`src/rtl/pipe_hazard_ctrl.sv`:
```
// rtl/pipe_hazard_ctrl.sv - pipeline latch/PC strobe and hazard sequencing controller
//
// Drives the write-enable and flush strobes of the IF/ID, ID/EX, EX/MEM and
// MEM/WB latches and the PC register. A small registered FSM tracks an
// outstanding data-cache miss and the halt condition.
//
// Optional feature macro: PIPE_STALL_CNT_EN (builds the saturating stall counter).
//
// Ports:
//   clk          core clock, rising edge
//   Rst          synchronous active-high reset
//   ihit         instruction fetch returned this cycle
//   dhit         data access in EX/MEM completed this cycle
//   mem_req      EX/MEM holds a load or store
//   load_use     ID/EX load feeds an IF/ID source register
//   redirect     EX/MEM resolved a taken control transfer
//   halt_in      EX/MEM holds a halt instruction
//   pc_wen       PC loads its next value
//   ifid_wen .. memwb_wen      latch capture enables
//   ifid_flush .. exmem_flush  latch loads a bubble (overrides wen)
//   halted       core is stopped
//   state        FSM state (RUN=0, MEMWAIT=1, HALTED=2)
//   stall_cycles stall cycle counter (0 when the counter is not built)

module pipe_hazard_ctrl #(
  parameter int STALL_CNT_W = 16
) (
  input  logic                   clk,
  input  logic                   Rst,
  input  logic                   ihit,
  input  logic                   dhit,
  input  logic                   mem_req,
  input  logic                   load_use,
  input  logic                   redirect,
  input  logic                   halt_in,
  output logic                   pc_wen,
  output logic                   ifid_wen,
  output logic                   idex_wen,
  output logic                   exmem_wen,
  output logic                   memwb_wen,
  output logic                   ifid_flush,
  output logic                   idex_flush,
  output logic                   exmem_flush,
  output logic                   halted,
  output logic [1:0]             state,
  output logic [STALL_CNT_W-1:0] stall_cycles
);

  typedef enum logic [1:0] {
    RUN     = 2'd0,
    MEMWAIT = 2'd1,
    HALTED  = 2'd2
  } state_t;

  state_t state_q;
  logic   halted_q;
  logic   mem_done;
  logic   advance;

  assign mem_done = mem_req & dhit;
  assign advance  = (state_q != HALTED) & ihit & (!mem_req | dhit);

  assign state  = state_q;
  assign halted = halted_q;

  // halted is kept as its own register, updated alongside state.
  always_ff @(posedge clk) begin
    if (Rst) begin
      state_q  <= RUN;
      halted_q <= 1'b0;
    end else begin
      case (state_q)
        HALTED: begin
          state_q  <= HALTED;
          halted_q <= 1'b1;
        end
        default: begin
          if (advance && halt_in) begin
            state_q  <= HALTED;
            halted_q <= 1'b1;
          end else if (mem_req && !dhit) begin
            state_q  <= MEMWAIT;
            halted_q <= 1'b0;
          end else begin
            state_q  <= RUN;
            halted_q <= 1'b0;
          end
        end
      endcase
    end
  end

  always_comb begin
    pc_wen      = 1'b0;
    ifid_wen    = 1'b0;
    idex_wen    = 1'b0;
    exmem_wen   = 1'b0;
    memwb_wen   = 1'b0;
    ifid_flush  = 1'b0;
    idex_flush  = 1'b0;
    exmem_flush = 1'b0;
    if (Rst || state_q == HALTED) begin
      // everything frozen
    end else if (advance && redirect) begin
      // squash the three younger instructions; PC takes the target
      pc_wen      = 1'b1;
      ifid_wen    = 1'b1;
      idex_wen    = 1'b1;
      exmem_wen   = 1'b1;
      memwb_wen   = 1'b1;
      ifid_flush  = 1'b1;
      idex_flush  = 1'b1;
      exmem_flush = 1'b1;
    end else if (advance && load_use) begin
      // hold PC and IF/ID, drop one bubble into ID/EX
      idex_wen    = 1'b1;
      idex_flush  = 1'b1;
      exmem_wen   = 1'b1;
      memwb_wen   = 1'b1;
    end else if (advance) begin
      pc_wen      = 1'b1;
      ifid_wen    = 1'b1;
      idex_wen    = 1'b1;
      exmem_wen   = 1'b1;
      memwb_wen   = 1'b1;
    end else if (mem_done && !ihit) begin
      // retire the memory op now and bubble EX/MEM so it is not reissued
      memwb_wen   = 1'b1;
      exmem_wen   = 1'b1;
      exmem_flush = 1'b1;
    end else begin
      // a pending dcache access must not be written back yet
      memwb_wen   = !mem_req;
    end
  end

`ifdef PIPE_STALL_CNT_EN
  logic [STALL_CNT_W-1:0] stall_cnt_q;

  always_ff @(posedge clk) begin
    if (Rst) begin
      stall_cnt_q <= '0;
    end else if (!advance && state_q != HALTED && stall_cnt_q != '1) begin
      stall_cnt_q <= stall_cnt_q + 1'b1;
    end
  end

  assign stall_cycles = stall_cnt_q;
`else
  assign stall_cycles = '0;
`endif

endmodule

```
`config.mk`:
```
export PLATFORM = sky130hd
export DESIGN_NAME = pipe_hazard_ctrl
export DESIGN_NICKNAME = d
export VERILOG_FILES = /design/src/rtl/pipe_hazard_ctrl.sv
export SDC_FILE = /design/constraint.sdc
export NUM_CORES = 1
export LEC_CHECK = 0
export BUFFER_PORTS_ARGS = -buffer_cell sky130_fd_sc_hd__buf_2
export CAP_MARGIN = 15
export CORE_AREA = 3 3 40 42
export CTS_CLUSTER_SIZE = 14
export DETAILED_ROUTE_END_ITERATION = 7
export DIE_AREA = 0 0 43 45
export MAX_ROUTING_LAYER = met4
export PLACE_DENSITY_LB_ADDON = 0.05
export SLEW_MARGIN = 10
export SYNTH_ARGS = -nofsm -noshare
export SYNTH_HDL_FRONTEND = slang
export SYNTH_SLANG_ARGS = --single-unit
```
`constraint.sdc`:
```
create_clock -name clk -period 1.1 [get_ports clk]
set_input_delay 0.165 -clock clk [delete_from_list [all_inputs] [get_ports clk]]
set_output_delay 0.165 -clock clk [all_outputs]
set_load 0.03 [all_outputs]
```
==> impl_metrics.toml <==
[status]
status = "finished, violations left"
violations = "negative setup slack"

[die]
rows = 13
ios = 35
die_area_mm2 = 0.00194
die_w_um = 43
fp.coreArea_mm2 = 0.00128
start_util_pct = 24.5
die_h_um = 45

[sta]
fin_crit_sh_pct = 120
fin_hold_ws_ns = 0.112
final.setup.tns_ns = -1.35
clock-skew-final_ns = 0.00343
fmax_ghz = 0.756
finalSetupViolCount = 8
rsz0062_at_grt = "true"
finalHoldViolCount = 0
setup_ws_ns = -0.223
drv_slew = 0
fin_crit_ns = 1.32

[clocking]
cts_sinks = 2
cts-htree-levels = 1
cts_root_buf = "clkbuf_4"
cts_buffers = 3
cts_tree = "yes"
clk_pin_slew_ns = 0.03
clk_latency_ns = 0.24
clockBufferDepth = 2

[route]
antenna_left = 0
first_pass_iters = 3
dr.first_iter.drc_count = 2
wl_um = 640
route.detailed.drc = 0
vias = 277
wl_per_cell_um = 8.31
vias_per_cell = 3.60

[global_routing]
grt.overflow.total = 0
globalRouteTotalUtil_pct = 7.46
grt_pass1_wl_um = 952
grt_max_degree = 5
grt_pass1_vias = 233
antenna_found_initial = 0

[place]
dp_worst_setup_slack_ns = -0.0575
gp_congestion = 0.615
port_buffers = 18
postPlaceCellArea_um2 = 394
hpwl_um = 511

[power_and_ir_drop]
peakVddDrop_mv = 0.681
p_total_mw = 0.538
power.leakage_nw = 0.277
power_density_mw_per_mm2 = 1080

[layout]
multi_input_area_um2 = 230
syn_to_final_growth_pct = 58.3
largest_reg_flops = 2
nNetsFinal = 71
n_antenna_cell = 0
n_fill_cell = 139
design_area_um2 = 499
drive_above_1_share_pct = 56.5
register_area_um2 = 45.0

[logic_synthesis]
yosys-top-cells-area = "buf_4 43%, dfxtp_1 13%, nand2b_2 8.3%"
synth_warnings = 0
yosys.area.top_type = "buf_4"
syn-mean-instance-area_um2 = 7.88
synth_area_um2 = 315
yosysSeqAreaShare_pct = 12.7
yosysTopAreaCellShare_pct = 42.9
yosysUniqueCellTypes = 13
synthCells = 40
ys_ff_latch = 2

[min_path]
min_path_type = "in -> reg"

[critical_path]
required_ns = 0.94
path_delay_family = "flip-flops"
cp_slowest_cell = "dfxtp_4"
cp-end-kind = "output port"
arrival_ns = 1.16
crit_buf_inv = 1
path_max_fanout = 4
crit_chain = "nand2b_4, nand4b_4, a21oi_4, buf_6"
crit_path_start_kind = "register"
cp_slowest_stage_delay_ns = 0.33
crit_type = "reg -> out"

[flow_run]
drv_cap = 0
-- area by class of cell --
cell class,count,share of cell area [%]
inverter,2,1.50
tap,15,3.76
timing repair buffer,21,34.3
sequential,2,9.02
clock buffer,4,5.26
multi-input combinational,33,46.1
-- metal layers --
metal  track usage (%)  share of wire (%)
met1              6.73                 30
met2              11.4                 53
met3              3.59                 15
met4              7.23                2.0
met5                 -                  0
-- report_power, final --
group | internal (mW) | switching, mW
Combinational | 0.0885 | 0.179
Clock | 0.136 | 0.0556
Sequential | 0.0763 | 0.00290
-- cell usage after synthesis (all sizes together) --
cell type  instances
mux2i              2
nand4b             1
nand2b             3
and2b              1
buf               18
a21oi              2
conb               1
nor3               1
nor2               6
dfxtp              2
nand3              1
inv                2
-- placed cells by master, fill, tap and decap left out --
cell type,synthesis,layout
a21oi_1,1,1
buf_2,0,10
clkbuf_4,0,3
buf_6,0,7
nor2_1,6,3
buf_12,0,1
nor2_2,0,1
buf_4,18,3
nand4b_4,1,1
nand3_1,1,1
and2b_1,1,1
inv_1,2,2
dfxtp_2,0,1
nor3_4,0,1
nand2b_2,3,1
dfxtp_4,0,1
nor2_4,0,2
mux2i_1,2,2
conb_1,1,16
a21oi_4,0,1
clkbuf_1,0,1
nand2b_4,0,2
-- path summary, 6_finish.rpt --
check | from | endpoint | slack (ns) | cells after the start
max | state[0]$_SDFF_PP0_ | pc_wen | -0.22 | 4
min | Rst | state[1]$_SDFF_PP0_ | 0.11 | 2
max reg2reg | state[0]$_SDFF_PP0_ | state[0]$_SDFF_PP0_ | 0.25 | 4
min reg2reg | state[1]$_SDFF_PP0_ | state[1]$_SDFF_PP0_ | 0.61 | 3
-- worst reg2reg max path: stages, from the launching register on --
cell and delay (ns):
dfxtp_4 0.33, nand2b_4 0.16, nand2b_4 0.12, buf_12 0.11
nor2_1 0.03
-- what timing repair did --
action                                  in CTS  in global routing
endpoints found under the setup margin       8                  8
pin swaps                                    3                  0
hold buffers                                 0                  0
gates cloned                                 0                  0
buffers inserted                             1                  1
resized for setup                           16                  0
-- cells by family (layout without fill, tap and decap cells) --
| group | after synthesis | in the layout | share of synthesized area (%) |
|---|---|---|---|
| AND/OR/NAND/NOR | 13 | 13 | 30.2 |
| multiplexers | 2 | 2 | 6.35 |
| buffers and inverters | 20 | 27 | 45.2 |
| flip-flops | 2 | 2 | 12.7 |
| AO/OA/AOI/OAI | 2 | 2 | 4.36 |
| other | 1 | 16 | 1.19 |
-- through the flow --
stage / util [%] / cells
6_report: 38.9 / 77
5_1_grt: 38.9 / 77
4_1_cts: 38.3 / 76
3_5_place_dp: 30.7 / 71
3_3_place_gp: 30.7 / 71
2_1_floorplan: - / 55
No activity file was read; power rests on OpenSTA's default activity.
